--- config.mk ---
export PLATFORM = sky130hd
export DESIGN_NAME = store_merge_unit
export DESIGN_NICKNAME = d
export VERILOG_FILES = /design/src/rtl/store_pkg.sv /design/src/rtl/byte_lane_merge.sv /design/src/rtl/store_merge_unit.sv
export SDC_FILE = /design/constraint.sdc
export NUM_CORES = 1
export LEC_CHECK = 0
export ABC_AREA = 1
export CAP_MARGIN = 20
export CORE_UTILIZATION = 47
export DETAILED_ROUTE_END_ITERATION = 10
export GPL_TIMING_DRIVEN = 0
export PLACE_DENSITY = 0.78
export REMOVE_ABC_BUFFERS = 1
export SYNTH_ARGS = -nofsm -noshare
export SYNTH_HDL_FRONTEND = slang
export SYNTH_SLANG_ARGS = --single-unit
--- constraint.sdc ---
create_clock -name clk -period 2.4 [get_ports clk]
set_input_delay 0.48 -clock clk [delete_from_list [all_inputs] [get_ports clk]]
set_output_delay 0.48 -clock clk [all_outputs]
set_load 0.02 [all_outputs]
--- src/rtl/store_pkg.sv ---
// Shared encodings for the store path: request sizes and the store FSM states.
package store_pkg;

    typedef enum logic [1:0] {
        SZ_NONE = 2'b00,
        SZ_BYTE = 2'b01,
        SZ_HALF = 2'b10,
        SZ_WORD = 2'b11
    } store_size_t;

    typedef enum logic [1:0] {
        ST_IDLE  = 2'b00,
        ST_READ  = 2'b01,
        ST_WRITE = 2'b10,
        ST_DONE  = 2'b11
    } store_state_t;

    // Halfwords need an even address, words need a 4-byte aligned address.
    function automatic logic is_misaligned(input logic [1:0] size, input logic [1:0] offset);
        return ((size == SZ_HALF) && offset[0]) ||
               ((size == SZ_WORD) && (offset != 2'b00));
    endfunction

endpackage

--- src/rtl/byte_lane_merge.sv ---
// Combinational little-endian byte-lane merge: lanes selected by size/offset
// take the new data, every other lane keeps the old word.
module byte_lane_merge
    import store_pkg::*;
(
    input  logic [31:0] old_word,
    input  logic [31:0] new_data,
    input  logic [1:0]  size,
    input  logic [1:0]  offset,
    output logic [31:0] merged
);

    logic [3:0]  lane_en;
    logic [31:0] lane_src;

    // Build per-lane enables and replicate the source so every lane sees its byte.
    always_comb begin
        lane_en  = 4'b0000;
        lane_src = new_data;
        case (size)
            SZ_BYTE: begin
                lane_en  = 4'b0001 << offset;
                lane_src = {4{new_data[7:0]}};
            end
            SZ_HALF: begin
                lane_en  = offset[1] ? 4'b1100 : 4'b0011;
                lane_src = {2{new_data[15:0]}};
            end
            SZ_WORD: begin
                lane_en  = 4'b1111;
                lane_src = new_data;
            end
            default: begin
                lane_en  = 4'b0000;
                lane_src = new_data;
            end
        endcase
    end

    // Pick each lane from the new data or the old word.
    always_comb begin
        merged = old_word;
        for (int k = 0; k < 4; k++) begin
            if (lane_en[k]) merged[8*k +: 8] = lane_src[8*k +: 8];
        end
    end

endmodule

--- src/rtl/store_merge_unit.sv ---
// Store path from register to data memory. Word stores write directly;
// byte/halfword stores read the target word, merge, then write it back.
module store_merge_unit
    import store_pkg::*;
#(
    parameter int MEM_LATENCY = 1
) (
    input  logic        clk,
    input  logic        reset,
    input  logic        start,
    input  logic [1:0]  store_size,
    input  logic [31:0] addr,
    input  logic [31:0] reg_data,
    input  logic [31:0] mem_rdata,
    output logic [31:0] mem_addr,
    output logic [31:0] mem_wdata,
    output logic        mem_wr,
    output logic        busy,
    output logic        done,
    output logic        misaligned
);

    localparam logic [2:0] CNT_INIT = 3'(MEM_LATENCY);

    store_state_t state_q, state_d;
    logic [1:0]   off_q, off_d;
    logic [31:0]  data_q, data_d;
    logic [1:0]   size_q, size_d;
    logic [2:0]   cnt_q, cnt_d;
    logic [31:0]  mem_addr_q, mem_addr_d;
    logic [31:0]  mem_wdata_q, mem_wdata_d;
    logic         mem_wr_q, mem_wr_d;
    logic         busy_q, busy_d;
    logic         done_q, done_d;
    logic         misaligned_q, misaligned_d;
    logic [31:0]  merged;

    // Merge against the live read data; it is registered into mem_wdata on the
    // edge that ends the last READ cycle, so that register is the merge register.
    byte_lane_merge u_merge (
        .old_word (mem_rdata),
        .new_data (data_q),
        .size     (size_q),
        .offset   (off_q),
        .merged   (merged)
    );

    // Next-state and next-output logic; all outputs are registered from here.
    always_comb begin
        state_d      = state_q;
        off_d        = off_q;
        data_d       = data_q;
        size_d       = size_q;
        cnt_d        = cnt_q;
        mem_addr_d   = mem_addr_q;
        mem_wdata_d  = mem_wdata_q;
        mem_wr_d     = 1'b0;
        busy_d       = 1'b0;
        done_d       = 1'b0;
        misaligned_d = 1'b0;
        case (state_q)
            ST_IDLE: begin
                if (start && (store_size != SZ_NONE)) begin
                    if (is_misaligned(store_size, addr[1:0])) begin
                        misaligned_d = 1'b1;
                    end else begin
                        off_d      = addr[1:0];
                        data_d     = reg_data;
                        size_d     = store_size;
                        mem_addr_d = {addr[31:2], 2'b00};
                        busy_d     = 1'b1;
                        if (store_size == SZ_WORD) begin
                            state_d     = ST_WRITE;
                            mem_wr_d    = 1'b1;
                            mem_wdata_d = reg_data;
                        end else begin
                            state_d = ST_READ;
                            cnt_d   = CNT_INIT;
                        end
                    end
                end
            end
            ST_READ: begin
                busy_d = 1'b1;
                cnt_d  = cnt_q - 3'd1;
                if (cnt_q == 3'd1) begin
                    state_d     = ST_WRITE;
                    mem_wr_d    = 1'b1;
                    mem_wdata_d = merged;
                end
            end
            ST_WRITE: begin
                busy_d  = 1'b1;
                done_d  = 1'b1;
                state_d = ST_DONE;
            end
            ST_DONE: begin
                state_d = ST_IDLE;
            end
            default: state_d = ST_IDLE;
        endcase
    end

    // State and output registers with synchronous active-low reset.
    always_ff @(posedge clk) begin
        if (!reset) begin
            state_q      <= ST_IDLE;
            off_q        <= 2'b00;
            data_q       <= 32'h0;
            size_q       <= 2'b00;
            cnt_q        <= 3'd0;
            mem_addr_q   <= 32'h0;
            mem_wdata_q  <= 32'h0;
            mem_wr_q     <= 1'b0;
            busy_q       <= 1'b0;
            done_q       <= 1'b0;
            misaligned_q <= 1'b0;
        end else begin
            state_q      <= state_d;
            off_q        <= off_d;
            data_q       <= data_d;
            size_q       <= size_d;
            cnt_q        <= cnt_d;
            mem_addr_q   <= mem_addr_d;
            mem_wdata_q  <= mem_wdata_d;
            mem_wr_q     <= mem_wr_d;
            busy_q       <= busy_d;
            done_q       <= done_d;
            misaligned_q <= misaligned_d;
        end
    end

    assign mem_addr   = mem_addr_q;
    assign mem_wdata  = mem_wdata_q;
    assign mem_wr     = mem_wr_q;
    assign busy       = busy_q;
    assign done       = done_q;
    assign misaligned = misaligned_q;

endmodule
==> results of run 1 <==
==> sequential cells by signal, summed over array words and instances, names as in the netlist <==
name,count
data_q,32
mem_wdata,32
misaligned,1
state_q,2
size_q,2
cnt_q,3
mem_wr,1
mem_addr,30
off_q,2
done,1
busy,1
==> cell usage in the layout (no fill, tap or decap), types with 9 or more instances in the layout <==
cell,count
sky130_fd_sc_hd__a21oi_1,72
sky130_fd_sc_hd__clkbuf_16,9
sky130_fd_sc_hd__clkdlybuf4s50_1,165
sky130_fd_sc_hd__dfxtp_1,107
sky130_fd_sc_hd__inv_1,123
sky130_fd_sc_hd__nand2_1,213
sky130_fd_sc_hd__nand3_1,80
sky130_fd_sc_hd__nand4_1,10
sky130_fd_sc_hd__nor2_1,93
sky130_fd_sc_hd__o21ai_0,63
==> tightest hold or removal path, cell delays in order, from the launching register on <==
cell and delay [ns]:
sky130_fd_sc_hd__dfxtp_1 0.30, sky130_fd_sc_hd__inv_1 0.06, sky130_fd_sc_hd__a21oi_1 0.05
==> repair_timing <==
action,in CTS,in global routing
pin swaps,1,3
setup buffers,0,4
gates resized for setup,8,2
setup endpoints to repair,82,31
cloned,1,0
==> cell usage after synthesis, types with 2 or more instances <==
| library cell | n | area, um^2 |
|---|---|---|
| sky130_fd_sc_hd__buf_1 | 4 | 15.01 |
| sky130_fd_sc_hd__inv_2 | 3 | 11.26 |
| sky130_fd_sc_hd__clkbuf_1 | 16 | 60.06 |
| sky130_fd_sc_hd__buf_4 | 6 | 45.04 |
| sky130_fd_sc_hd__o21ai_0 | 63 | 315.3 |
| sky130_fd_sc_hd__a21oi_2 | 2 | 17.52 |
| sky130_fd_sc_hd__inv_1 | 123 | 461.7 |
| sky130_fd_sc_hd__nand3_1 | 80 | 400.4 |
| sky130_fd_sc_hd__nand2_1 | 213 | 799.5 |
| sky130_fd_sc_hd__a21oi_1 | 72 | 360.4 |
| sky130_fd_sc_hd__buf_2 | 21 | 105.1 |
| sky130_fd_sc_hd__nand4_1 | 10 | 62.56 |
| sky130_fd_sc_hd__nor2_1 | 93 | 349.1 |
| sky130_fd_sc_hd__nand2_2 | 5 | 31.28 |
| sky130_fd_sc_hd__a211oi_1 | 2 | 15.01 |
| sky130_fd_sc_hd__ha_1 | 10 | 125.1 |
| sky130_fd_sc_hd__dfxtp_1 | 107 | 2142 |
| sky130_fd_sc_hd__o21ai_1 | 7 | 35.03 |
==> power by group <==
group | internal, mW | leakage, nW | total, mW | switching, mW
Clock | 0.939 | 0.148 | 1.62 | 0.678
Sequential | 2.32 | 0.878 | 2.60 | 0.277
Combinational | 1.62 | 2.38 | 3.94 | 2.32
Total | 4.88 | 3.41 | 8.16 | 3.28
==> layout make-up <==
cell class / count / area, um^2 / share of cell area (%)
Multi-Input combinational cell: 567 / 2621 / 34.78
Sequential cell: 107 / 2142 / 28.42
Timing Repair Buffer: 174 / 1794 / 23.81
Inverter: 127 / 485.5 / 6.442
Clock buffer: 11 / 242.7 / 3.221
Tap cell: 140 / 175.2 / 2.324
Clock inverter: 4 / 75.07 / 0.9962
==> logic make-up after synthesis <==
family	after synthesis	share of synthesized area (%)
flops	107	39.39
simple gates	406	31.04
xor+xnor	1	0.1611
compound gates	147	13.83
buf+inv	176	13.21
fa+ha+maj	10	2.301
other cells	1	0.06896
==> routing by layer <==
layer / global-route usage (%) / vias up
li1: - / 2922
met1: 32.91 / 2489
met2: 42.99 / 175
met3: 3.675 / 19
met4: 8.000 / 0
met5: 0 / -
==> metrics by stage <==
stage / TNS [ns] / power, mW / utilization, % / hold slack (ns)
final: 0 / 8.157 / 68.03 / 0.4531
after global routing: 0 / 8.741 / 68.03 / 0.4777
after CTS: 0 / 8.044 / 67.28 / 0.4524
after detailed placement: -44.66 / 6.359 / 64.08 / 0.4428
after global placement: -145.92 / 6.243 / 63.52 / 0.4410
after floorplan: -0.04224 / 4.845 / - / 0.4297
==> final timing paths <==
check,startpoint,end,slack (ns),depth (start not counted)
worst max-delay path,size_q[0],mem_wdata[29],0.22,10
worst max register to register,size_q[0],mem_wdata[29],0.22,10
worst min register to register,data_q[16],data_q[16],0.45,2
worst min-delay path,data_q[16],data_q[16],0.45,2
==> metrics.md, run 1 <==
| Metric | Value |
|---|---|
| Status | `complete, no violations` |
| Std cell rows | `38` |
| Global-route wire length before repair | `23450 um` |
| Peak clock frequency supported by timing | `458.6 MHz` |
| Overflow left after global routing | `0` |
| Post-CTS Hold Buffers | `0` |
| Final clock skew | `0.01284 ns` |
| Worst path max stage delay | `0.45 ns` |
| Number of max-cap violations | `0` |
| ANT cells | `0` |
| Total leakage power | `3.406 nW` |
| Post-route minimum period | `2.181 ns` |
| Number of enable flip-flop cells after synthesis | `0` |
| RSZ-0062 raised after global routing | `no` |
| Cell class contributing the biggest share of worst-path delay | `simple AND/OR/NAND/NOR gates` |
| Category of the critical setup timing path | `reg2reg` |
| Die area | `12000 um^2` |
| Setup Viol. Count Final | `0` |
| Pins Over Slew Limit | `0` |
| Crit-path cells | `inv_1, ha_1, a21oi_1, nand2_2, nand2_2, nand2_1, nand3_1, nand3_1, nand2_1, inv_1` |
| Maximum buffer depth of the clock tree | `2` |
| H-tree levels | `3` |
| Combined area of all synthesized cells | `5438 um^2` |
| Number of warnings reported in the yosys synthesis log | `0` |
| Met2 wire length | `7104 um` |
| DP Worst Slack | `-0.7856 ns` |
| Hold Fails Final Rpt | `0` |
| Synth cell types | `29` |
| Master of the slowest instance on the critical path | `sky130_fd_sc_hd__ha_1` |
| Die outline width | `109.6 um` |
| Min-delay worst type | `reg2reg` |
| Number of nets still failing antenna checks after routing | `0` |
| Share of the cycle needed by the critical path after routing | `90.86%` |
| Standard cell core area | `11080 um^2` |
| Number of top-level pins | `169` |
| Register bit total from synthesis | `107` |
| Vias after detailed routing | `5605` |
| Transition time at the pin with the least slew margin | `0.6752 ns` |
| Total GRT Usage | `25.28%` |
| Number of detailed-route iterations in the first pass | `5` |
| Number of CTS-inserted buffers | `9` |
| Die height | `109.6 um` |
| Largest net degree at the start of global routing | `56` |
| Detailed placement HPWL | `9785 um` |
| CP Data Required Time | `2.65 ns` |
| Fill cells | `1003` |
| Endpoint type of the worst setup path | `flop` |
| Area after detailed placement | `7099 um^2` |
| Asr flop ratio synth | `0%` |
| Average size of a mapped cell | `6.412 um^2` |
| Highest fanout seen on the critical path | `19` |
| Number of input and output port buffers inserted | `166` |
| Sequential area share after synthesis | `39.39%` |
| Antenna violations before repair | `0` |
| Root Buffer Master | `sky130_fd_sc_hd__clkbuf_16` |
| Worst slew slack as a fraction of its limit | `54.99%` |
| Primary FF master, synth | `sky130_fd_sc_hd__dfxtp_1` |
| Top layer reached by signal wires | `met4` |
| Routability congestion estimate from global placement | `0.7702` |
| Later-pin clock latency in the skew report | `0.35 ns` |
| Layout cells sized above 1 | `4.141%` |
| Power density relative to cell area | `1082 nW/um^2` |
| Average via count per standard cell | `4.960` |
| Buffers and inverters on the worst path | `2` |
| Smallest setup slack after layout | `0.2195 ns` |
| Final design area excluding fillers | `7536 um^2` |
| Post-detailed-routing wire length | `14890 um` |
| Number of DRC violations after detailed-routing iteration 0 | `375` |
| Startpoint types | `flop` |
| Max rail drop VDD | `0.5756 mV` |
| Average routed wire per standard cell | `13.17 um` |
| WP data arrival | `2.43 ns` |
| Post-Synthesis Cells | `848` |
| Number of sinks driven by the clock tree | `107` |
| Number of cells in the design after placement | `1109` |
| Routed wire length on met3 | `730 um` |
| Layout Nets | `1097` |
| Via count of the first global-routing pass | `4987` |
| Metal-1 WL | `6839 um` |
| Non-filler instance count after layout | `1130` |
| Total DRC errors in the routed layout | `0` |
| Register clock-pin slew on the reported worst setup and hold paths | `0.07 ns` |
| TritonCTS clock tree | `yes` |
| Area growth, synth to finish | `38.59%` |
| Starting density of the core | `49.09%` |
(Power assumes the default switching activity.)
==> inputs of run 2 (changes only) <==
- CORE_MARGIN: not set -> 3
==> run 2 against run 1 <==
  * Sequential share of layout area down 0.11 points
  * Core utilization rose by 0.26 points
  * Critical path depth is 1 lower
  * Highest routed layer unchanged
  * Via count is 0.27% lower
  * First-iteration DRC count is 36% higher
  * Setup slack worse by 0.067 ns
  * Fmax fell by 3.0%
  * Power fell by 0.47%
==> metrics.md, run 2 (synthesis gave the netlist of run 1 again) <==
| Metric | Value |
|---|---|
| Status | `complete, no violations` |
| Area growth, synth to finish | `39.12%` |
| Register clock-pin slew on the reported worst setup and hold paths | `0.07 ns (about the same)` |
| Global-route wire length before repair | `25410 um (+8.4%)` |
| Later-pin clock latency in the skew report | `0.34 ns (about the same)` |
| Final worst hold slack | `0.4531 ns (+0.00004000 ns)` |
| Largest net degree at the start of global routing | `56 (unchanged)` |
| Peak clock frequency supported by timing | `444.9 MHz (-3.0%)` |
| Startpoint types | `input port` |
| Final design area excluding fillers | `7565 um^2 (+0.38%)` |
| Number of sinks driven by the clock tree | `107 (unchanged)` |
| Metal-1 WL | `7150 um (+4.5%)` |
| Routed wire length on met3 | `844 um (+16%)` |
| Crit path launch | `store_size[0]` |
| Total internal power | `4.775 mW (-2.1%)` |
| Final clock skew | `0.006372 ns (-0.006469 ns)` |
| TritonCTS clock tree | `yes` |
| Layout cells sized above 1 | `4.536% (+0.39 points)` |
| CP Data Required Time | `2.64 ns (about the same)` |
| Number of top-level pins | `169 (unchanged)` |
| Most used cells in the layout excluding fill and tap cells | `sky130_fd_sc_hd__nand2_1 (213), sky130_fd_sc_hd__clkdlybuf4s50_1 (165), sky130_fd_sc_hd__inv_1 (123), sky130_fd_sc_hd__dfxtp_1 (107), sky130_fd_sc_hd__nor2_1 (93)` |
| Maximum buffer depth of the clock tree | `2 (unchanged)` |
| Fill cells | `1010 (+0.70%)` |
| Total leakage power | `3.404 nW (about the same)` |
| Max rail drop VDD | `0.8432 mV (+46%)` |
| Pins Over Slew Limit | `0 (unchanged)` |
| Starting density of the core | `49.09% (unchanged)` |
| R2R Path Start | `state_q[1]` |
| Number of DRC violations after detailed-routing iteration 0 | `510 (+36%)` |
| Proportion of power drawn by flip-flops and latches | `32.0% (+0.2 points)` |
| Part of the power in the clock network | `18.2% (-1.6 points)` |
| Top layer reached by signal wires | `met4` |
| DP Worst Slack | `-0.9018 ns (-0.1162 ns)` |
| Min-delay worst type | `reg2reg` |
| Die outline width | `113.6 um (+3.7%)` |
| Switching share of power | `41.18% (+0.99 points)` |
| Layout Nets | `1098 (+0.091%)` |
| Most common cell after layout, fill and taps aside | `sky130_fd_sc_hd__nand2_1` |
| Post-route minimum period | `2.248 ns (+0.06741 ns)` |
| WP data arrival | `2.49 ns (+0.06 ns)` |
| Met2 wire length | `7452 um (+4.9%)` |
| Area after detailed placement | `7099 um^2 (unchanged)` |
| Number of input and output port buffers inserted | `166 (unchanged)` |
| Highest fanout seen on the critical path | `7 (-12)` |
| Share of the cycle needed by the critical path after routing | `93.66% (+2.8 points)` |
| Overflow left after global routing | `0 (unchanged)` |
| Hold Fails Final Rpt | `0 (unchanged)` |
| Setup Viol. Count Final | `0 (unchanged)` |
| Antenna violations before repair | `0 (unchanged)` |
| Total DRC errors in the routed layout | `0 (unchanged)` |
| Vias after detailed routing | `5590 (-0.27%)` |
| Post-detailed-routing wire length | `15780 um (+6.0%)` |
| Category of the critical setup timing path | `in2reg` |
| Worst slew slack as a fraction of its limit | `63.86% (+8.9 points)` |
| ANT cells | `0 (unchanged)` |
| Power density relative to cell area | `1073 nW/um^2 (-0.85%)` |
| Standard cell core area | `11080 um^2 (unchanged)` |
| Routability congestion estimate from global placement | `0.8023 (+4.2%)` |
| Root Buffer Master | `sky130_fd_sc_hd__clkbuf_16` |
| Smallest setup slack after layout | `0.1521 ns (-0.06741 ns)` |
| Die area | `12900 um^2 (+7.4%)` |
| Logic gate share of total power | `49.8% (+1.5 points)` |
| Average via count per standard cell | `4.938 (-0.44%)` |
| Endpoint type of the worst setup path | `flop` |
| P_sw | `3.343 mW (+2.0%)` |
| H-tree levels | `3 (unchanged)` |
| Final core occ | `68.29% (+0.26 points)` |
| Number of detailed-route iterations in the first pass | `5 (unchanged)` |
| Worst min-delay path startpoint | `data_q[18]` |
| Total GRT Usage | `24.05% (-1.2 points)` |
| Number of CTS-inserted buffers | `9 (unchanged)` |
| Die height | `113.6 um (+3.7%)` |
| Detailed placement HPWL | `10440 um (+6.7%)` |
| Std cell rows | `38 (unchanged)` |
| Number of max-cap violations | `0 (unchanged)` |
| RSZ-0062 raised after global routing | `no` |
| Average routed wire per standard cell | `13.94 um (+5.8%)` |
| Transition time at the pin with the least slew margin | `0.5415 ns (-0.1338 ns)` |
| Number of nets still failing antenna checks after routing | `0 (unchanged)` |
| Via count of the first global-routing pass | `5205 (+4.4%)` |
[run 2: power by group through the flow]
stage | sequential (mW) | combinational, mW | clock [mW]
2_1_floorplan | 3.07 | 1.77 | 0
3_3_place_gp | 2.61 | 3.66 | 0
3_5_place_dp | 2.63 | 3.76 | 0
4_1_cts | 2.60 | 3.84 | 1.49
5_1_grt | 2.67 | 4.48 | 1.57
6_report | 2.60 | 4.04 | 1.47
[run 2: layer usage]
layer | GRT usage (%) | vias up
li1 | - | 2932
met1 | 32.88 | 2467
met2 | 39.10 | 165
met3 | 3.077 | 26
met4 | 8.574 | 0
met5 | 0 | -
[run 2: what timing repair did]
| item | CTS | global route |
|---|---|---|
| buffers inserted | 0 | 4 |
| gates resized for setup | 8 | 8 |
| cloned | 1 | 1 |
| pin swaps | 1 | 3 |
| hold buffers | 0 | 0 |
| endpoints found under the setup margin | 82 | 69 |
[run 2: worst paths after layout]
path / to / slack (ns) / cells after the start
setup / recovery: mem_wdata[29] / 0.15 / 9
hold / removal: data_q[18] / 0.45 / 2
setup reg to reg: mem_wdata[29] / 0.23 / 10
hold reg to reg: data_q[18] / 0.45 / 2
[run 2: cell type report]
type	count	area, um^2	area share [%]
inverter	127	490.5	6.484
multi-input combinational	568	2656	35.11
timing repair buffer	174	1807	23.88
clock buffer	10	229.0	3.027
clock inverter	6	65.06	0.8601
tap	140	175.2	2.316
sequential	107	2142	28.32
[run 2: critical path, cell delays in order]
cell and delay [ns]:
sky130_fd_sc_hd__clkdlybuf4s50_1 0.59, sky130_fd_sc_hd__nand2_1 0.16, sky130_fd_sc_hd__a21oi_2 0.37, sky130_fd_sc_hd__nand3_1 0.32
sky130_fd_sc_hd__nor2_4 0.20, sky130_fd_sc_hd__buf_4 0.19, sky130_fd_sc_hd__nand3_1 0.08, sky130_fd_sc_hd__nand2_1 0.06
sky130_fd_sc_hd__inv_1 0.03
[run 2: per-stage QoR]
stage          total power [mW]  instances   TNS, ns
6_report                  8.118       1132         0
5_1_grt                   8.729       1132         0
4_1_cts                   7.932       1126         0
3_5_place_dp              6.391       1109    -52.58
3_3_place_gp              6.271       1106   -149.59
2_1_floorplan             4.845        800  -0.04224
==> inputs of run 3 (changes only) <==
--- a/config.mk
+++ b/config.mk
@@ -12,3 +12,3 @@
 export DETAILED_ROUTE_END_ITERATION = 10
-export GPL_TIMING_DRIVEN = 0
+export GPL_TIMING_DRIVEN = 1
 export PLACE_DENSITY = 0.78
==> constraint.sdc (replaced) <==
create_clock -name clk -period 2.4 [get_ports clk]
set_input_delay 0.36 -clock clk [delete_from_list [all_inputs] [get_ports clk]]
set_output_delay 0.36 -clock clk [all_outputs]
set_load 0.02 [all_outputs]
==> run 3 against run 2 <==
  * Final cell count is 0.62% higher
  * First-iteration DRC count fell by 20%
  * Critical endpoint is now mem_wdata[26]
  * Via count decreased by 1.1%
  * Non-clock buffer count increased by 9
  * Sequential share of layout area rose by 0.42 points
  * Wire length is 4.8% lower
  * Largest power group unchanged
  * Clock skew increased by 0.00054 ns
  * Count of clock-buffer cells in the layout rose by 2
  * Critical path depth rose by 1
  * Combinational power fell by 5.2%
  * Setup slack improved by 0.25 ns
==> metrics.md, run 3 (synthesis gave the netlist of run 1 again) <==
| Metric | Value |
|---|---|
| Average via count per standard cell | `4.855 (-1.7%)` |
| Smallest setup slack after layout | `0.3981 ns (+0.2460 ns)` |
| CP Data Required Time | `2.65 ns (about the same)` |
| H-tree levels | `3 (unchanged)` |
| Overflow left after global routing | `0 (unchanged)` |
| Top layer reached by signal wires | `met4` |
| Met2 wire length | `7006 um (-6.0%)` |
| Number of nets still failing antenna checks after routing | `0 (unchanged)` |
| # Post-CTS Setup Buffers | `0 (unchanged)` |
| Most common cell after layout, fill and taps aside | `sky130_fd_sc_hd__nand2_1` |
| Number of max-cap violations | `0 (unchanged)` |
| Largest net degree at the start of global routing | `77 (+38%)` |
| Final core occ | `67.28% (-1.0 points)` |
| Number of sinks driven by the clock tree | `107 (unchanged)` |
| Total GRT Usage | `23.27% (-0.77 points)` |
| RSZ-0062 raised after global routing | `no` |
| Number of CTS-inserted buffers | `9 (unchanged)` |
| Fill cells | `1024 (+1.4%)` |
| Number of top-level pins | `169 (unchanged)` |
| Metal-1 WL | `6917 um (-3.3%)` |
| Layout Nets | `1105 (+0.64%)` |
| Final clock skew | `0.006911 ns (+0.0005396 ns)` |
| Count of cells along the worst register-to-register path | `10 (unchanged)` |
| Worst path max stage delay | `0.37 ns (-0.22 ns)` |
| Standard cell core area | `11080 um^2 (unchanged)` |
| # resized after CTS | `0 (-8)` |
| Total leakage power | `3.411 nW (+0.20%)` |
| Worst reg2reg endpoint | `mem_wdata[26]` |
| Routed wire length on met3 | `837 um (-0.83%)` |
| DP Worst Slack | `0.2545 ns (+1.156 ns)` |
| Area growth, synth to finish | `37.07%` |
| Worst slew slack as a fraction of its limit | `53.64% (-10 points)` |
| Routability congestion estimate from global placement | `0.8684 (+8.2%)` |
| Die outline width | `113.6 um (unchanged)` |
| Root Buffer Master | `sky130_fd_sc_hd__clkbuf_16` |
| Std cell rows | `38 (unchanged)` |
| R2R Path Start | `size_q[0]` |
| Final design area excluding fillers | `7453 um^2 (-1.5%)` |
| Highest fanout seen on the critical path | `12 (+5)` |
| Area after detailed placement | `7172 um^2 (+1.0%)` |
| Post-detailed-routing wire length | `15020 um (-4.8%)` |
| Worst Hold Endpoint | `data_q[16]` |
| Min-delay worst type | `reg2reg` |
| ANT cells | `0 (unchanged)` |
| Transition time at the pin with the least slew margin | `0.6955 ns (+0.1540 ns)` |
| Peak clock frequency supported by timing | `499.5 MHz (+12%)` |
| Pins Over Slew Limit | `0 (unchanged)` |
| Non-filler instance count after layout | `1139 (+0.62%)` |
| Later-pin clock latency in the skew report | `0.34 ns (about the same)` |
| WP data arrival | `2.25 ns (-0.24 ns)` |
| Via count of the first global-routing pass | `5067 (-2.7%)` |
| Global-route wire length before repair | `24850 um (-2.2%)` |
| Most used cells in the layout excluding fill and tap cells | `sky130_fd_sc_hd__nand2_1 (213), sky130_fd_sc_hd__clkdlybuf4s50_1 (165), sky130_fd_sc_hd__inv_1 (123), sky130_fd_sc_hd__dfxtp_1 (107), sky130_fd_sc_hd__nor2_1 (93)` |
| Worst min-delay path startpoint | `data_q[16]` |
| Number of input and output port buffers inserted | `166 (unchanged)` |
| Category of the critical setup timing path | `reg2reg` |
| Detailed placement HPWL | `10760 um (+3.0%)` |
| Master of the slowest instance on the critical path | `sky130_fd_sc_hd__dfxtp_1` |
| Flop-to-flop setup slack | `0.40 ns (+0.17 ns)` |
| Antenna violations before repair | `0 (unchanged)` |
| TritonCTS clock tree | `yes` |
| Number of cells in the design after placement | `1123 (+1.3%)` |
| Die height | `113.6 um (unchanged)` |
| Average routed wire per standard cell | `13.19 um (-5.4%)` |
| Vias after detailed routing | `5530 (-1.1%)` |
| Crit-path cells | `inv_1, ha_1, a21oi_1, nand2_2, nand2_2, nand2_1, nand3_1, nand3_1, nand2_1, inv_1` |
| Setup Viol. Count Final | `0 (unchanged)` |
| Startpoint types | `flop` |
| Cell depth of the worst min-delay path | `2 (unchanged)` |
| Layout cells sized above 1 | `4.605% (+0.068 points)` |
| Maximum buffer depth of the clock tree | `2 (unchanged)` |
| Register clock-pin slew on the reported worst setup and hold paths | `0.07 ns (about the same)` |
| Starting density of the core | `49.09% (unchanged)` |
| Die area | `12900 um^2 (unchanged)` |
| Number of DRC violations after detailed-routing iteration 0 | `410 (-20%)` |
| Number of detailed-route iterations in the first pass | `5 (unchanged)` |
| Max rail drop VDD | `0.5836 mV (-31%)` |
| Total DRC errors in the routed layout | `0 (unchanged)` |
| Hold Fails Final Rpt | `0 (unchanged)` |
| Share of the cycle needed by the critical path after routing | `83.41% (-10 points)` |
| Post-route setup TNS | `0 ns (unchanged)` |
| Post-CTS Hold Buffers | `0 (unchanged)` |
| Power density relative to cell area | `1052 nW/um^2 (-2.0%)` |
| Status | `complete, no violations` |
| Post-route minimum period | `2.002 ns (-0.2460 ns)` |
| Endpoint type of the worst setup path | `flop` |
-- run 3: cell types whose count changed in the layout (fill, tap and decap cells not counted), sizes merged --
cell,delta
nand4,-1
buf,+9
clkinvlp,-1
nor2,-1
clkbuf,+2
bufinv,-1
-- run 3: how the worst max path moves through the flow --
stage / from / end / slack, ns / cells past startpoint
2_1_floorplan: state_q[1] / cnt_q[2] / -0.03 / 6
3_3_place_gp: store_size[1] / data_q[20] / 0.35 / 8
3_5_place_dp: store_size[1] / data_q[20] / 0.25 / 8
4_1_cts: size_q[0] / mem_wdata[27] / 0.40 / 10
5_1_grt: size_q[0] / mem_wdata[20] / 0.21 / 10
6_report: size_q[0] / mem_wdata[26] / 0.40 / 10
-- run 3: final cells by class --
cell class              count  area (um^2)  share of cell area [%]
multi-input cells         566         2581                   34.63
flip-flops and latches    107         2142                   28.74
repair buffers            183         1797                   24.11
inverters                 127        476.7                   6.396
clock buffers              12        246.5                   3.307
well taps                 140        175.2                   2.350
clock inverters             4        35.03                  0.4700
-- run 3: per-stage QoR --
step / power, mW / hold WS, ns
detailed placement: 6.445 / 0.4444
finish: 7.839 / 0.4524
global placement: 6.395 / 0.4406
global route: 8.428 / 0.4700
floorplan: 4.845 / 0.4297
CTS: 7.880 / 0.4550
-- run 3: layer usage --
metal	GRT usage (%)	up-vias
met5	0	-
met4	5.449	0
met3	4.085	19
met2	37.97	154
met1	32.22	2423
li1	-	2934
-- run 3: worst max-delay path, delay by kind of cell (launching register included) --
kind,cells,cell delay [ns]
DFF,1,0.37
and+or+nand+nor,6,0.68
AOI/OAI and AO/OA,1,0.37
adders and majority gates,1,0.36
buffers and inverters,2,0.14
-- run 3: power breakdown --
part	internal, mW	switching (mW)
sequential	2.32	0.275
combinational	1.57	2.26
clock	0.744	0.673
